## config.mk

```make
export PLATFORM = sky130hd
export DESIGN_NAME = ppu_bg_pipeline
export DESIGN_NICKNAME = d
export VERILOG_FILES = /design/src/rtl/ppu_pkg.sv /design/src/rtl/ppu_scroll_regs.sv /design/src/rtl/ppu_bg_pipeline.sv
export SDC_FILE = /design/constraint.sdc
export NUM_CORES = 1
export LEC_CHECK = 0
export ABC_AREA = 1
export CAP_MARGIN = 20
export CORE_ASPECT_RATIO = 1.25
export CORE_MARGIN = 10
export CORE_UTILIZATION = 29
export DETAILED_ROUTE_END_ITERATION = 12
export GPL_ROUTABILITY_DRIVEN = 0
export HOLD_SLACK_MARGIN = 0.03
export PLACE_DENSITY = 0.48
export SLEW_MARGIN = 30
export SYNTH_ARGS = -nofsm -noshare
export SYNTH_HDL_FRONTEND = slang
export SYNTH_SLANG_ARGS = --single-unit
```

## constraint.sdc

```tcl
create_clock -name clock -period 4.2 [get_ports clock]
set_input_delay 0.42 -clock clock [delete_from_list [all_inputs] [get_ports clock]]
set_output_delay 0.42 -clock clock [all_outputs]
set_load 0.01 [all_outputs]
```

## src/rtl/ppu_pkg.sv

```systemverilog
// Shared constants and types for the PPU background engine: CPU register map,
// CTRL/MASK bit positions, fetch phases and the attribute quadrant helper.
package ppu_pkg;

  localparam logic [2:0] REG_CTRL   = 3'd0;
  localparam logic [2:0] REG_MASK   = 3'd1;
  localparam logic [2:0] REG_STATUS = 3'd2;
  localparam logic [2:0] REG_SCROLL = 3'd5;
  localparam logic [2:0] REG_ADDR   = 3'd6;
  localparam logic [2:0] REG_DATA   = 3'd7;

  localparam int CTRL_INC32   = 2;
  localparam int CTRL_BG_PT   = 4;
  localparam int CTRL_NMI     = 7;
  localparam int MASK_BG_LEFT = 1;
  localparam int MASK_BG      = 3;
  localparam int MASK_SPR     = 4;

  localparam logic [13:0] NT_BASE = 14'h2000;
  localparam logic [13:0] AT_BASE = 14'h23C0;

  // Fetch kind is (dot-1)[2:1]; the low phase bit picks request vs. capture.
  typedef enum logic [1:0] {
    PH_NT  = 2'd0,
    PH_AT  = 2'd1,
    PH_PTL = 2'd2,
    PH_PTH = 2'd3
  } fetch_phase_e;

  function automatic logic [1:0] attr_quadrant(input logic [7:0] at_byte,
                                               input logic [1:0] quad);
    logic [1:0] sel;
    case (quad)
      2'd0:    sel = at_byte[1:0];
      2'd1:    sel = at_byte[3:2];
      2'd2:    sel = at_byte[5:4];
      default: sel = at_byte[7:6];
    endcase
    return sel;
  endfunction

endpackage

```

## src/rtl/ppu_scroll_regs.sv

```systemverilog
// Loopy scroll registers v/t/x/w: CPU write decode plus the rendering-time
// coarse X / Y increments and horizontal / vertical copies from t.
module ppu_scroll_regs
  import ppu_pkg::*;
(
  input  logic        clock,
  input  logic        reset,
  input  logic        reg_wr,
  input  logic        reg_rd,
  input  logic [2:0]  reg_addr,
  input  logic [7:0]  reg_wdata,
  input  logic        inc32,
  input  logic        inc_x,
  input  logic        inc_y,
  input  logic        copy_h,
  input  logic        copy_v,
  output logic [14:0] v,
  output logic [2:0]  fine_x
);

  logic [14:0] t;
  logic        w;
  logic [14:0] v_next, t_next;
  logic [2:0]  x_next;
  logic        w_next;

  always_comb begin
    // NOTE: every variable gets a default before any branch so no latch is inferred.
    v_next = v;
    t_next = t;
    x_next = fine_x;
    w_next = w;

    if (inc_x) begin
      if (v_next[4:0] == 5'd31) begin
        v_next[4:0] = 5'd0;
        v_next[10]  = ~v_next[10];
      end else begin
        v_next[4:0] = v_next[4:0] + 5'd1;
      end
    end

    if (inc_y) begin
      if (v_next[14:12] != 3'd7) begin
        v_next[14:12] = v_next[14:12] + 3'd1;
      end else begin
        v_next[14:12] = 3'd0;
        if (v_next[9:5] == 5'd29) begin
          v_next[9:5] = 5'd0;
          v_next[11]  = ~v_next[11];
        end else if (v_next[9:5] == 5'd31) begin
          v_next[9:5] = 5'd0;
        end else begin
          v_next[9:5] = v_next[9:5] + 5'd1;
        end
      end
    end

    if (copy_h) begin
      v_next[10]  = t[10];
      v_next[4:0] = t[4:0];
    end
    if (copy_v) begin
      v_next[14:11] = t[14:11];
      v_next[9:5]   = t[9:5];
    end

    // CPU writes to v come last so they override any rendering update.
    if (reg_wr) begin
      case (reg_addr)
        REG_CTRL: t_next[11:10] = reg_wdata[1:0];
        REG_SCROLL: begin
          if (!w) begin
            t_next[4:0] = reg_wdata[7:3];
            x_next      = reg_wdata[2:0];
            w_next      = 1'b1;
          end else begin
            t_next[14:12] = reg_wdata[2:0];
            t_next[9:5]   = reg_wdata[7:3];
            w_next        = 1'b0;
          end
        end
        REG_ADDR: begin
          if (!w) begin
            t_next[13:8] = reg_wdata[5:0];
            t_next[14]   = 1'b0;
            w_next       = 1'b1;
          end else begin
            t_next[7:0] = reg_wdata;
            v_next      = t_next;
            w_next      = 1'b0;
          end
        end
        REG_DATA: v_next = v + (inc32 ? 15'd32 : 15'd1);
        default: ;
      endcase
    end

    if (reg_rd && reg_addr == REG_STATUS) w_next = 1'b0;
  end

  always_ff @(posedge clock) begin
    // NOTE: state registers use non-blocking assignments so every flop samples pre-edge values.
    if (reset) begin
      v      <= '0;
      t      <= '0;
      fine_x <= '0;
      w      <= 1'b0;
    end else begin
      v      <= v_next;
      t      <= t_next;
      fine_x <= x_next;
      w      <= w_next;
    end
  end

endmodule

```

## src/rtl/ppu_bg_pipeline.sv

```systemverilog
// PPU background engine: dot/line timing, VBLANK/NMI, the 8-dot VRAM fetch
// sequence, pattern/attribute shifters and the registered pixel output.
module ppu_bg_pipeline
  import ppu_pkg::*;
#(
  parameter int DOTS_PER_LINE   = 341,
  parameter int LINES_PER_FRAME = 262,
  parameter int VISIBLE_LINES   = 240,
  parameter int ODD_FRAME_SKIP  = 1
) (
  input  logic        clock,
  input  logic        reset,
  input  logic        reg_wr,
  input  logic        reg_rd,
  input  logic [2:0]  reg_addr,
  input  logic [7:0]  reg_wdata,
  output logic [7:0]  status_rdata,
  output logic [13:0] vram_addr,
  output logic        vram_rd,
  input  logic [7:0]  vram_rdata,
  output logic        pix_valid,
  output logic [4:0]  pix_index,
  output logic [8:0]  pix_x,
  output logic [8:0]  pix_y,
  output logic        nmi
);

  localparam logic [8:0] LAST_DOT  = 9'(DOTS_PER_LINE - 1);
  localparam logic [8:0] SKIP_DOT  = 9'(DOTS_PER_LINE - 2);
  localparam logic [8:0] PRE_LINE  = 9'(LINES_PER_FRAME - 1);
  localparam logic [8:0] VIS_LINES = 9'(VISIBLE_LINES);
  localparam logic [8:0] VBL_LINE  = 9'(VISIBLE_LINES + 1);
  localparam bit         SKIP_EN   = (ODD_FRAME_SKIP != 0);

  logic [8:0]  dot, line;
  logic        frame_odd, vblank;
  logic        ctrl_nmi, ctrl_bg_pt, ctrl_inc32;
  logic        mask_bg_left, mask_bg, mask_spr;
  logic [14:0] v;
  logic [2:0]  fine_x;

  logic        render_en, visible_line, render_line, in_window, fetch_active;
  logic        status_rd, pixel_dot;
  logic [8:0]  dot_m1;
  logic [2:0]  phase;
  fetch_phase_e kind;
  logic [13:0] fetch_addr, addr_hold;
  logic [7:0]  nt_latch, pt_lo_latch;
  logic [1:0]  attr_latch;
  logic [15:0] sh_pt_lo, sh_pt_hi, sh_at_lo, sh_at_hi;
  logic [3:0]  bit_sel;
  logic [4:0]  pix_index_next;

  assign render_en    = mask_bg | mask_spr;
  assign visible_line = (line < VIS_LINES);
  assign render_line  = visible_line || (line == PRE_LINE);
  assign in_window    = (dot >= 9'd1 && dot <= 9'd256) || (dot >= 9'd321 && dot <= 9'd336);
  assign fetch_active = render_en && render_line && in_window;
  assign dot_m1       = dot - 9'd1;
  assign phase        = dot_m1[2:0];
  assign kind         = fetch_phase_e'(phase[2:1]);
  assign status_rd    = reg_rd && (reg_addr == REG_STATUS);
  assign pixel_dot    = visible_line && dot >= 9'd1 && dot <= 9'd256;

  assign status_rdata = {vblank, 7'b0};
  assign nmi          = vblank & ctrl_nmi;

  // Dot/line counters with the odd-frame short pre-render line.
  always_ff @(posedge clock) begin
    if (reset) begin
      dot       <= '0;
      line      <= PRE_LINE;
      frame_odd <= 1'b0;
    end else if (SKIP_EN && frame_odd && render_en && line == PRE_LINE && dot == SKIP_DOT) begin
      dot       <= '0;
      line      <= '0;
      frame_odd <= ~frame_odd;
    end else if (dot == LAST_DOT) begin
      dot <= '0;
      if (line == PRE_LINE) begin
        line      <= '0;
        frame_odd <= ~frame_odd;
      end else begin
        line <= line + 9'd1;
      end
    end else begin
      dot <= dot + 9'd1;
    end
  end

  always_ff @(posedge clock) begin
    if (reset) begin
      ctrl_nmi     <= 1'b0;
      ctrl_bg_pt   <= 1'b0;
      ctrl_inc32   <= 1'b0;
      mask_bg_left <= 1'b0;
      mask_bg      <= 1'b0;
      mask_spr     <= 1'b0;
    end else if (reg_wr) begin
      if (reg_addr == REG_CTRL) begin
        ctrl_nmi   <= reg_wdata[CTRL_NMI];
        ctrl_bg_pt <= reg_wdata[CTRL_BG_PT];
        ctrl_inc32 <= reg_wdata[CTRL_INC32];
      end
      if (reg_addr == REG_MASK) begin
        mask_bg_left <= reg_wdata[MASK_BG_LEFT];
        mask_bg      <= reg_wdata[MASK_BG];
        mask_spr     <= reg_wdata[MASK_SPR];
      end
    end
  end

  // A STATUS read landing on the set cycle wins, so the flag never rises.
  always_ff @(posedge clock) begin
    if (reset) begin
      vblank <= 1'b0;
    end else if (line == VBL_LINE && dot == 9'd1 && !status_rd) begin
      vblank <= 1'b1;
    end else if (status_rd || (line == PRE_LINE && dot == 9'd1)) begin
      vblank <= 1'b0;
    end
  end

  ppu_scroll_regs u_scroll (
    .clock     (clock),
    .reset     (reset),
    .reg_wr    (reg_wr),
    .reg_rd    (reg_rd),
    .reg_addr  (reg_addr),
    .reg_wdata (reg_wdata),
    .inc32     (ctrl_inc32),
    .inc_x     (fetch_active && phase == 3'd7),
    .inc_y     (render_en && render_line && dot == 9'd256),
    .copy_h    (render_en && render_line && dot == 9'd257),
    .copy_v    (render_en && line == PRE_LINE && dot >= 9'd280 && dot <= 9'd304),
    .v         (v),
    .fine_x    (fine_x)
  );

  always_comb begin
    fetch_addr = addr_hold;
    case (kind)
      PH_NT:  fetch_addr = NT_BASE | {2'b00, v[11:0]};
      PH_AT:  fetch_addr = AT_BASE | {2'b00, v[11:10], 10'b0}
                                   | {5'b0, v[9:7], 3'b0} | {11'b0, v[4:2]};
      PH_PTL: fetch_addr = {1'b0, ctrl_bg_pt, nt_latch, 1'b0, v[14:12]};
      PH_PTH: fetch_addr = {1'b0, ctrl_bg_pt, nt_latch, 1'b1, v[14:12]};
      default: ;
    endcase
  end

  // The request is combinational so read data arrives on the odd phase that captures it.
  assign vram_rd   = fetch_active && !phase[0];
  assign vram_addr = vram_rd ? fetch_addr : addr_hold;

  always_ff @(posedge clock) begin
    if (reset) begin
      addr_hold   <= '0;
      nt_latch    <= '0;
      attr_latch  <= '0;
      pt_lo_latch <= '0;
      sh_pt_lo    <= '0;
      sh_pt_hi    <= '0;
      sh_at_lo    <= '0;
      sh_at_hi    <= '0;
    end else begin
      if (vram_rd) addr_hold <= fetch_addr;
      if (fetch_active) begin
        case (phase)
          3'd1: nt_latch    <= vram_rdata;
          3'd3: attr_latch  <= attr_quadrant(vram_rdata, {v[6], v[1]});
          3'd5: pt_lo_latch <= vram_rdata;
          default: ;
        endcase
        if (phase == 3'd7) begin
          // Shift and reload in one step; the PT hi byte is taken straight off the bus.
          sh_pt_lo <= {sh_pt_lo[14:7], pt_lo_latch};
          sh_pt_hi <= {sh_pt_hi[14:7], vram_rdata};
          sh_at_lo <= {sh_at_lo[14:7], {8{attr_latch[0]}}};
          sh_at_hi <= {sh_at_hi[14:7], {8{attr_latch[1]}}};
        end else begin
          sh_pt_lo <= {sh_pt_lo[14:0], 1'b0};
          sh_pt_hi <= {sh_pt_hi[14:0], 1'b0};
          sh_at_lo <= {sh_at_lo[14:0], 1'b0};
          sh_at_hi <= {sh_at_hi[14:0], 1'b0};
        end
      end
    end
  end

  assign bit_sel = 4'd15 - {1'b0, fine_x};

  always_comb begin
    pix_index_next = {1'b0, sh_at_hi[bit_sel], sh_at_lo[bit_sel],
                      sh_pt_hi[bit_sel], sh_pt_lo[bit_sel]};
    if (!render_en || !mask_bg || (!mask_bg_left && dot_m1 < 9'd8)) pix_index_next = 5'd0;
  end

  always_ff @(posedge clock) begin
    if (reset) begin
      pix_valid <= 1'b0;
      pix_index <= '0;
      pix_x     <= '0;
      pix_y     <= '0;
    end else begin
      pix_valid <= pixel_dot;
      if (pixel_dot) begin
        pix_index <= pix_index_next;
        pix_x     <= dot_m1;
        pix_y     <= line;
      end
    end
  end

endmodule

```

==> results of run 1 <==
power by group:
group          switching [mW]  total [mW]  internal, mW
logic                   0.249       0.358         0.109
registers              0.0287        1.77          1.74
clock network           0.807        1.67         0.859
layout make-up:
type,count,area (µm²)
Tap cell,407,509
Timing Repair Buffer,74,706
Fill cell,3336,20400
Clock buffer,17,425
Clock inverter,15,185
Sequential cell,179,3580
Inverter,130,492
Multi-Input combinational cell,906,4590
Antenna cell,1,2.50
timing repair:
item / 4_1_cts / 5_1_grt
setup endpoints to repair: 0 / 4
gates resized for setup: 0 / 1
setup buffers: 0 / 5
worst max-delay path, delay by kind of cell, from the launching register on:
family / cells / cell delay [ps]
buffers and inverters: 5 / 1000
AOI/OAI and AO/OA: 1 / 100
adders and majority gates: 1 / 250
DFF: 1 / 470
and+or+nand+nor: 8 / 1110
path summary, 6_finish.rpt:
kind	startpoint	to	slack (ps)
setup / recovery	dot[0]	vram_addr[0]	390
hold / removal	pt_lo_latch[5]	pt_lo_latch[5]	450
setup reg to reg	dot[0]	pt_lo_latch[3]	1170
hold reg to reg	pt_lo_latch[5]	pt_lo_latch[5]	450
registers in the layout (all words and copies together), names as in the netlist, 9 cells and up:
register	flops
dot	9
sh_at_hi	16
u_scroll.t	15
u_scroll.v	15
pix_x	9
addr_hold	14
line	9
pix_y	9
sh_pt_lo	16
sh_pt_hi	16
sh_at_lo	16
layout by cell type, fill, tap and decap left out, types with 3 or more instances in the layout:
cell type,synthesis,layout
sky130_fd_sc_hd__buf_4,17,12
sky130_fd_sc_hd__dfxtp_1,179,178
sky130_fd_sc_hd__o21ai_1,6,6
sky130_fd_sc_hd__xor2_1,15,15
sky130_fd_sc_hd__nand2_2,15,15
sky130_fd_sc_hd__clkbuf_16,0,17
sky130_fd_sc_hd__o22ai_1,10,10
sky130_fd_sc_hd__clkinv_8,0,3
sky130_fd_sc_hd__inv_8,0,4
sky130_fd_sc_hd__a21oi_1,140,140
sky130_fd_sc_hd__or2_2,3,3
sky130_fd_sc_hd__nand2_1,258,258
sky130_fd_sc_hd__o21ai_0,157,157
sky130_fd_sc_hd__nor3_1,13,13
sky130_fd_sc_hd__inv_1,118,118
sky130_fd_sc_hd__nor4_1,6,6
sky130_fd_sc_hd__ha_1,17,17
sky130_fd_sc_hd__nor2_1,98,97
sky130_fd_sc_hd__inv_6,0,4
sky130_fd_sc_hd__o211ai_1,13,13
sky130_fd_sc_hd__conb_1,1,8
sky130_fd_sc_hd__nand4_1,18,18
sky130_fd_sc_hd__nand3_2,4,4
sky130_fd_sc_hd__nor2_2,7,9
sky130_fd_sc_hd__nor2_4,4,4
sky130_fd_sc_hd__clkinv_4,0,3
sky130_fd_sc_hd__a31oi_1,40,40
sky130_fd_sc_hd__nor3_2,4,4
sky130_fd_sc_hd__inv_2,9,8
sky130_fd_sc_hd__clkdlybuf4s50_1,0,61
sky130_fd_sc_hd__nand3_1,50,50
stage by stage:
step           util (%)  setup WS (ps)
2_1_floorplan         -           1940
3_3_place_gp       31.8            720
3_5_place_dp       31.8            689
4_1_cts            33.8            179
5_1_grt            34.0           66.7
6_report           34.0            394
kinds of logic (layout without fill, tap and decap cells):
logic type,count (synthesis),after routing,share of synthesized area (%)
AND/OR/NAND/NOR,490,491,24.4
AO/OA/AOI/OAI,372,372,21.8
buffers and inverters,201,236,10.0
flip-flops,179,179,39.6
adder cells (fa/ha/maj),17,17,2.35
XOR/XNOR,17,17,1.65
other,1,9,0.0414
multiplexers,1,1,0.111
layer usage:
| metal | vias to the layer above | global-route usage [%] | routed length, µm |
|---|---|---|---|
| li1 | 4325 | - | - |
| met1 | 3880 | 16.8 | 12000 |
| met2 | 127 | 23.3 | 13200 |
| met3 | 41 | 2.36 | 833 |
| met4 | 0 | 5.46 | 682 |
| met5 | - | 0 | 0 |
==> impl_results.rst, run 1 <==
.. list-table::
   :header-rows: 1

   * - Metric
     - Value
   * - Number of register bits inferred by synthesis
     - 179
   * - Startpoint class of the critical path
     - register
   * - DRC marker count from the first detailed-route iteration
     - 482
   * - Slowest cell on crit path
     - sky130_fd_sc_hd__clkdlybuf4s50_1
   * - P&R area growth vs syn
     - 16.0%
   * - Portion of synthesized cell area occupied by the leading cell type
     - about two fifths
   * - Most instantiated flip-flop cell in the synthesis netlist
     - sky130_fd_sc_hd__dfxtp_1
   * - Average cell area after synthesis
     - ~7.1 µm²
   * - Post-route DRC
     - 0
   * - Drt first pass iters
     - 5
   * - Count of synthesis-stage warnings from yosys
     - 0
   * - Number of buffers created by CTS
     - 17
   * - Type of the worst setup path
     - register to primary output
   * - Path class of the lowest-slack min-delay path
     - register to register
   * - Height of the die
     - 217 µm
   * - Share of post-route cells with drive strength above 1
     - roughly 7.6%
   * - Number of endpoints with negative hold slack in the final report
     - 0
   * - Design area
     - ~10000 µm²
   * - Required arrival time at the worst endpoint
     - between 3000 and 4000 ps
   * - Sequential area share after synthesis
     - between 30% and 40%
   * - Hold bufs inserted after CTS
     - 0
   * - Worst VDD drop
     - between 0.2 and 0.3 mV
   * - Cell with the most instances after synthesis
     - sky130_fd_sc_hd__nand2_1
   * - Max-slew headroom
     - around 37%
   * - Via-to-Cell Ratio
     - approximately 4.8
   * - Die width
     - roughly 180 µm
   * - Via count of the first global-routing pass
     - ~8200
   * - Number of failing setup endpoints in the final timing report
     - 0
   * - Data arrival time of the critical path
     - roughly 3400 ps
   * - Transition time at the pin with the least slew margin
     - 943 ps
   * - Final-stage net count
     - between 1000 and 1500
   * - Lkg Pwr
     - ~3.9 nW
   * - Post-route antenna net violation count
     - 0
   * - Detailed placement HPWL
     - 18800 µm
   * - Area of placed instances
     - just under 10000 µm²
   * - Power after layout
     - 3.79 mW
   * - Async SR Flop Fraction
     - 0%
   * - Cell-by-cell listing of the critical path
     - inv_4 > ha_1 > inv_1 > nor3_1 > nand3_1 > nand2_1 > nand2_2 > nand2_8 > nand2_8 > nor2_4 > buf_4 > or2_2 > o21ai_0 > inv_1 > clkdlybuf4s50_1
   * - Highest clock rate
     - 263 MHz
   * - Io pins
     - 71
   * - Gr ovfl total
     - 0
   * - Number of cells in the finished layout apart from fillers
     - roughly 1700
   * - Result of the run
     - finished, final reports clean
   * - Worst hold stages
     - 2
   * - Cell type with the largest total area after synthesis
     - sky130_fd_sc_hd__dfxtp_1
   * - Reg2reg path depth
     - 13
   * - Wire length per cell after detailed routing
     - roughly 15 µm
   * - Std cell rows
     - 72
   * - CTS Root Cell
     - sky130_fd_sc_hd__clkbuf_16
   * - Number of distinct library cells after synthesis
     - between 40 and 50
   * - Starting utilization of the core area
     - about 30%
   * - Number of enable-type register cells in the synthesized netlist
     - 0
   * - Setup total negative slack
     - 0 ps
   * - Type of destination of the critical path
     - primary output
   * - Clock input transition at the sequential cells of the worst setup and hold paths
     - about 70 ps
   * - Portion of the clock cycle consumed by the worst path in the final layout
     - between 90% and 100%
   * - Unrepaired setup endpoints after global routing
     - false
   * - Synth Cell Area
     - roughly 9000 µm²
   * - Clock tree from TritonCTS
     - done
   * - Top cell types by occurrence after synthesis
     - sky130_fd_sc_hd__nand2_1 (258), sky130_fd_sc_hd__dfxtp_1 (179), sky130_fd_sc_hd__o21ai_0 (157)
   * - Number of sinks handled by clock tree synthesis
     - approximately 180
   * - Antenna violations before repair
     - 2
   * - Global-route wire length before repair
     - between 40000 and 50000 µm
   * - Vias
     - approximately 8400
   * - Highest fanout seen on the critical path
     - 58
   * - Wire length after detailed routing
     - 26600 µm
   * - Power density of the placed cells
     - between 300 and 400 nW/µm²
   * - Die ar.
     - 38700 µm²
   * - Pin count of the biggest net entering global routing
     - ~100
   * - Core Footprint
     - slightly above 30000 µm²
   * - Cells taking the most area after synthesis
     - sky130_fd_sc_hd__dfxtp_1 (40%), sky130_fd_sc_hd__nand2_1 (11%), sky130_fd_sc_hd__o21ai_0 (8.7%)
   * - Worst Skew
     - roughly 10 ps
   * - Worst-Skew Late Latency
     - roughly 450 ps
   * - Final-report max-slew violation count
     - 0
   * - Global-route usage over all layers
     - a little over an eighth
   * - Number of instances in the synthesized netlist
     - around 1300
   * - Clock period minus final worst setup slack
     - around 3800 ps
   * - Buffers added on ports
     - 62
   * - Placed Cells incl. Taps
     - around 1700
   * - Number of buffers on the longest clock path
     - 2
   * - CTS H-Tree Depth
     - 4
   * - Hold slack final
     - about 450 ps
   * - Worst stage delay on the critical path
     - approximately 480 ps
   * - Total of max-cap violations
     - 0
Power figures use the tool's default switching activity.
==> run 2, diff against run 1 <==
--- a/config.mk
+++ b/config.mk
@@ -12,6 +12,7 @@
 export CORE_UTILIZATION = 29
 export DETAILED_ROUTE_END_ITERATION = 12
 export GPL_ROUTABILITY_DRIVEN = 0
+export GPL_TIMING_DRIVEN = 0
 export HOLD_SLACK_MARGIN = 0.03
 export PLACE_DENSITY = 0.48
 export SLEW_MARGIN = 30
==> run 2 against run 1 <==
Compared with the run above:
- via count increased by 3.0%
- maximum frequency decreased by 0.44%
- worst hold slack improved by 1.4 ps
- design area increased by 3.1%
- non-clock buffer count increased by 59
- sequential power about the same
- sequential share of layout area decreased by 1.0 points
- final cell count increased by 3.2%
- combinational power increased by 11%
- worst setup slack got worse by 17 ps
- clock skew increased by 7.5 ps
- global-route usage increased by 1.4 points
- largest power group unchanged
- highest routed layer unchanged
==> impl_results.rst, run 2 (synthesized netlist as in run 1, its figures left out) <==
.. list-table::
   :header-rows: 1

   * - Metric
     - Value
   * - Transition time at the pin with the least slew margin
     - 927 ps
   * - Clock input transition at the sequential cells of the worst setup and hold paths
     - 80 ps
   * - Starting utilization of the core area
     - between 20% and 30%
   * - Hold path start
     - pt_lo_latch[6]
   * - Power after layout
     - 3.88 mW
   * - Slowest cell on crit path
     - sky130_fd_sc_hd__clkbuf_1
   * - Hold bufs inserted after CTS
     - 0
   * - P&R area growth vs syn
     - 19.6%
   * - Portion of the clock cycle consumed by the worst path in the final layout
     - 91.0%
   * - Detailed placement HPWL
     - around 23000 µm
   * - Start of the worst register-to-register path
     - dot[0]
   * - Clock period minus final worst setup slack
     - 3820 ps
   * - Reg2reg path depth
     - 8
   * - Wire length per cell after detailed routing
     - between 15 and 20 µm
   * - Via count of the first global-routing pass
     - between 8000 and 9000
   * - Buffering stage count on the worst path with inverters included
     - 4
   * - Highest clock rate
     - roughly 260 MHz
   * - Switching part of the total power
     - between 20% and 30%
   * - P_int
     - roughly 2.9 mW
   * - Worst hold stages
     - 2
   * - Most frequent standard cell in the layout excluding fill and tap cells
     - sky130_fd_sc_hd__nand2_1
   * - Clock network fraction of total power
     - ~44%
   * - Std cell rows
     - a little over 70
   * - Type of destination of the critical path
     - primary output
   * - Most frequent cell on the critical path
     - sky130_fd_sc_hd__o21ai_0
   * - CTS H-Tree Depth
     - 4
   * - Number of fill cells
     - about 3300
   * - Post_cts resized
     - 0
   * - Vias
     - 8627
   * - Unrepaired setup endpoints after global routing
     - false
   * - Number of failing setup endpoints in the final timing report
     - 0
   * - Data arrival time of the critical path
     - around 3400 ps
   * - Clock tree from TritonCTS
     - done
   * - Worst r2r dst
     - addr_hold[11]
   * - Storage element area
     - 3580 µm²
   * - Setup Fix Bufs, Post-CTS
     - 0
   * - Total of max-cap violations
     - 0
   * - Result of the run
     - finished, final reports clean
   * - Cell-by-cell listing of the critical path
     - inv_2 > ha_1 > or2_1 > nand2_2 > clkbuf_1 > o21ai_0 > o21ai_0 > inv_1 > clkdlybuf4s50_1
   * - Startpoint class of the critical path
     - register
   * - Gr ovfl total
     - 0
   * - Drt first pass iters
     - 5
   * - Post-route DRC
     - 0
   * - Worst VDD drop
     - between 0.15 and 0.2 mV
   * - Worst-Skew Late Latency
     - between 400 and 500 ps
   * - CTS Root Cell
     - sky130_fd_sc_hd__clkbuf_16
   * - Hold slack final
     - roughly 450 ps
   * - Stages on worst setup path
     - 9
   * - Number of antenna cells inserted
     - 0
   * - Net switching power figure
     - 1.01 mW
   * - Most frequent cells in the layout
     - sky130_fd_sc_hd__nand2_1 (258), sky130_fd_sc_hd__dfxtp_1 (179), sky130_fd_sc_hd__o21ai_0 (157), sky130_fd_sc_hd__a21oi_1 (140), sky130_fd_sc_hd__inv_1 (118)
   * - Via-to-Cell Ratio
     - between 4 and 5
   * - Final-stage net count
     - 1406
   * - Number of buffers on the longest clock path
     - 2
   * - Highest fanout seen on the critical path
     - 10
   * - Worst stage delay on the critical path
     - roughly 490 ps
   * - Global-route usage over all layers
     - ~15%
   * - Core Footprint
     - between 30000 and 40000 µm²
   * - Number of sinks handled by clock tree synthesis
     - between 150 and 200
   * - Worst Skew
     - about 18 ps
   * - Lkg Pwr
     - 4.05 nW
   * - Wire length after detailed routing
     - 29500 µm
   * - Required arrival time at the worst endpoint
     - around 3800 ps
   * - Pin count of the biggest net entering global routing
     - 17
   * - Die ar.
     - slightly below 40000 µm²
   * - Final-report max-slew violation count
     - 0
   * - Worst reg-to-reg setup slack
     - approximately 1600 ps
   * - Buffers added on ports
     - between 60 and 70
   * - Number of buffers created by CTS
     - 17
   * - Largest delay share family, worst path
     - buffers and inverters
   * - Area taken by multi-input logic gates
     - around 4600 µm²
   * - Die width
     - 178 µm
   * - Path class of the lowest-slack min-delay path
     - register to register
   * - Terminating pin of the worst hold path
     - pt_lo_latch[6]
   * - Portion of total power attributed to sequential cells
     - approximately 46%
   * - Number of endpoints with negative hold slack in the final report
     - 0
   * - Post-route antenna net violation count
     - 0
   * - Share of post-route cells with drive strength above 1
     - under 10%
   * - Setup total negative slack
     - 0 ps
   * - Power density of the placed cells
     - 358 nW/µm²
   * - Height of the die
     - 217 µm
   * - DRC marker count from the first detailed-route iteration
     - 549
   * - Global-route wire length before repair
     - 46200 µm
   * - Max-slew headroom
     - between 30 and 40%
   * - Io pins
     - just over 70
   * - Antenna violations before repair
     - 0
   * - Combinational fraction of design power
     - between 10% and 20%
   * - Type of the worst setup path
     - register to primary output
[run 2: cell types whose count changed in the layout (fill, tap and decap cells not counted), moves of 3 or more]
cell,change
sky130_fd_sc_hd__buf_2,+10
sky130_fd_sc_hd__buf_4,+5
sky130_fd_sc_hd__buf_6,+6
sky130_fd_sc_hd__bufinv_16,+3
sky130_fd_sc_hd__clkbuf_1,+35
sky130_fd_sc_hd__clkinv_8,-3
sky130_fd_sc_hd__inv_6,-4
sky130_fd_sc_hd__inv_8,-3
[run 2: tightest hold or removal path, stage by stage, from the launching register on]
cell	delay (ps)
sky130_fd_sc_hd__dfxtp_1	310
sky130_fd_sc_hd__inv_1	50
sky130_fd_sc_hd__a21oi_1	50
[run 2: metrics by stage]
step,util [%],std cells,instance area [µm²],setup WS (ps)
after global placement,33.0,1754,10200,794
after global routing,35.0,1785,10800,122
after floorplan,-,1285,9070,1940
after CTS,35.0,1785,10800,293
after detailed placement,33.0,1754,10200,795
final,35.0,1785,10800,377
[run 2: how the worst max path moves through the flow]
| stage | from | to | slack, ps |
|---|---|---|---|
| 6_report | dot[0] | vram_addr[11] | 380 |
| 5_1_grt | dot[0] | vram_addr[10] | 120 |
| 4_1_cts | dot[0] | vram_addr[11] | 290 |
| 3_5_place_dp | dot[0] | vram_addr[11] | 790 |
| 3_3_place_gp | dot[0] | vram_addr[11] | 790 |
| 2_1_floorplan | dot[0] | vram_addr[4] | 1940 |
[run 2: cell type report]
class,count,area share [%]
Buffer,71,3.86
Clock buffer,19,4.00
Clock inverter,12,1.69
Inverter,130,4.51
Multi-Input combinational cell,905,42.4
Sequential cell,179,33.1
Tap cell,407,4.71
Timing Repair Buffer,62,5.74
[run 2: power groups by stage]
stage / clock network [mW] / logic, mW / registers [mW]
6_report: 1.71 / 0.399 / 1.76
5_1_grt: 1.82 / 0.444 / 1.77
4_1_cts: 1.75 / 0.403 / 1.76
3_5_place_dp: 0 / 0.401 / 1.80
3_3_place_gp: 0 / 0.400 / 1.80
2_1_floorplan: 0 / 0.258 / 1.79
[run 2: layer usage]
metal | wire [µm] | vias up | track usage [%]
li1 | - | 4440 | -
met1 | 13400 | 4024 | 18.5
met2 | 14800 | 141 | 26.5
met3 | 858 | 22 | 2.51
met4 | 463 | 0 | 4.54
met5 | 0 | - | 0
==> RTL change (flow settings as in run 2) <==
Remove the case item `REG_DATA` of the case on `reg_addr`.
--- a/src/rtl/ppu_scroll_regs.sv
+++ b/src/rtl/ppu_scroll_regs.sv
@@ -93,3 +93,2 @@
         end
-        REG_DATA: v_next = v + (inc32 ? 15'd32 : 15'd1);
         default: ;
Formal check against the unedited RTL: not equivalent (Yosys sat finds a counterexample within 10 cycles, from zero or initial values and one cycle with reset high).
==> RTL change against run 2 <==
- register-to-register slack better by 0.22 ns
- wire length down 6.8%
- highest routed layer unchanged
- sequential cell count fell by 1
- largest cell class unchanged
- utilization grew 0.18 points
- via count is 5.7% lower
- synthesized area decreased by 4.6%
- hold slack improved by 0.0013 ns
- design area is 4.5% lower
- setup slack gained 0.24 ns
- total power shrank 3.4%
==> RTL change: results (changes against run 2) <==
| Metric | Value |
|---|---|
| Status | finished, final reports clean (unchanged) |
| Maximum vdd ir drop | 0.2744 mV (was 0.1934 mV) |
| Sw power | 0.001092 W (was 0.001015 W) |
| P_clk | 0.00157 W (was 0.00171 W) |
| DP HPWL | 20890 um (was 22650 um) |
| CP Capture Point | vram_addr[0] (was vram_addr[11]) |
| Nets@finish | 1335 (was 1406) |
| Most common library cells after synthesis | nand2_1 (222), dfxtp_1 (178), o21ai_0 (169) (was nand2_1 (258), dfxtp_1 (179), o21ai_0 (157)) |
| Layout cells sized above 1 | 8.238% (was 8.563%) |
| Wire per inst | 16.09 um (was 16.52 um) |
| Number of global-route vias before repair | 7926 (was 8260) |
| Seq. cell area | 0.003563 sq mm (was 0.003583 sq mm) |
| CP max FO | 11 (was 10) |
| Row cnt | 70 (was 72) |
| PwrDens | 362.5 mW/mm^2 (was 358.3 mW/mm^2) |
| Buffers added on ports | 61 (was 62) |
| DR iter-0 viols | 540 (was 549) |
| R2R depth | 11 (was 8) |
| Non-clock buffers | 131 (was 133) |
| DR vias | 8139 (was 8627) |
| Global-route wire length before repair | 43480 um (was 46240 um) |
| Clkbuf count | 17 (was 19) |
| Total Routing Usage GR | 14.78% (was 15.16%) |
| Number of filler cells placed in the layout | 3201 (was 3325) |
| Place WS | 1.052 ns (was 0.7948 ns) |
| LEAKAGE | 4.013 nW (was 4.047 nW) |
| Combinational power share | 11.0% (was 10.3%) |
| Sequential cell area share | 34.50% (was 33.12%) |
| Final period util | 85.21% (was 91.02%) |
| Layout non-clock buf frac | 9.753% (was 9.599%) |
| Worst Skew | 0.01813 ns (was 0.01792 ns) |
| Worst slew margin | 42.84% (was 37.70%) |
| Area contributors post-synth | dfxtp_1 (41%), o21ai_0 (9.8%), nand2_1 (9.7%) (was dfxtp_1 (40%), nand2_1 (11%), o21ai_0 (8.7%)) |
| Worst hold margin | 0.4481 ns (was 0.4468 ns) |
| Register bit total from synthesis | 178 (was 179) |
| DP Cell Count | 1675 (was 1754) |
| Placed cell areas | 0.009766 sq mm (was 0.01020 sq mm) |
| Largest net degree at the start of global routing | 19 (was 17) |
## RTL change: cell types whose count changed after synthesis, sizes merged, moves of 6 or more
| cell | before | now |
|---|---|---|
| nand2 | 275 | 228 |
| a21oi | 140 | 111 |
| nor2 | 110 | 139 |
| a31oi | 40 | 16 |
| o21ai | 164 | 179 |
| nand3 | 55 | 64 |
| o22ai | 10 | 4 |
## RTL change: logic make-up after synthesis
logic type / count (synthesis) / share of synthesized area (%)
XOR/XNOR: 17 / 1.725
AO/OA/AOI/OAI: 333 / 20.57
buffers and inverters: 195 / 10.09
flip-flops: 178 / 41.28
AND/OR/NAND/NOR: 473 / 24.28
other: 1 / 0.04344
adder cells (fa/ha/maj): 14 / 2.029
## RTL change: metal layers
metal,GRT usage (%),vias up,routed length (um)
li1,-,4181,-
met1,17.18,3804,12020
met2,26.64,128,14020
met3,2.934,26,909
met4,4.694,0,521
met5,0,-,0
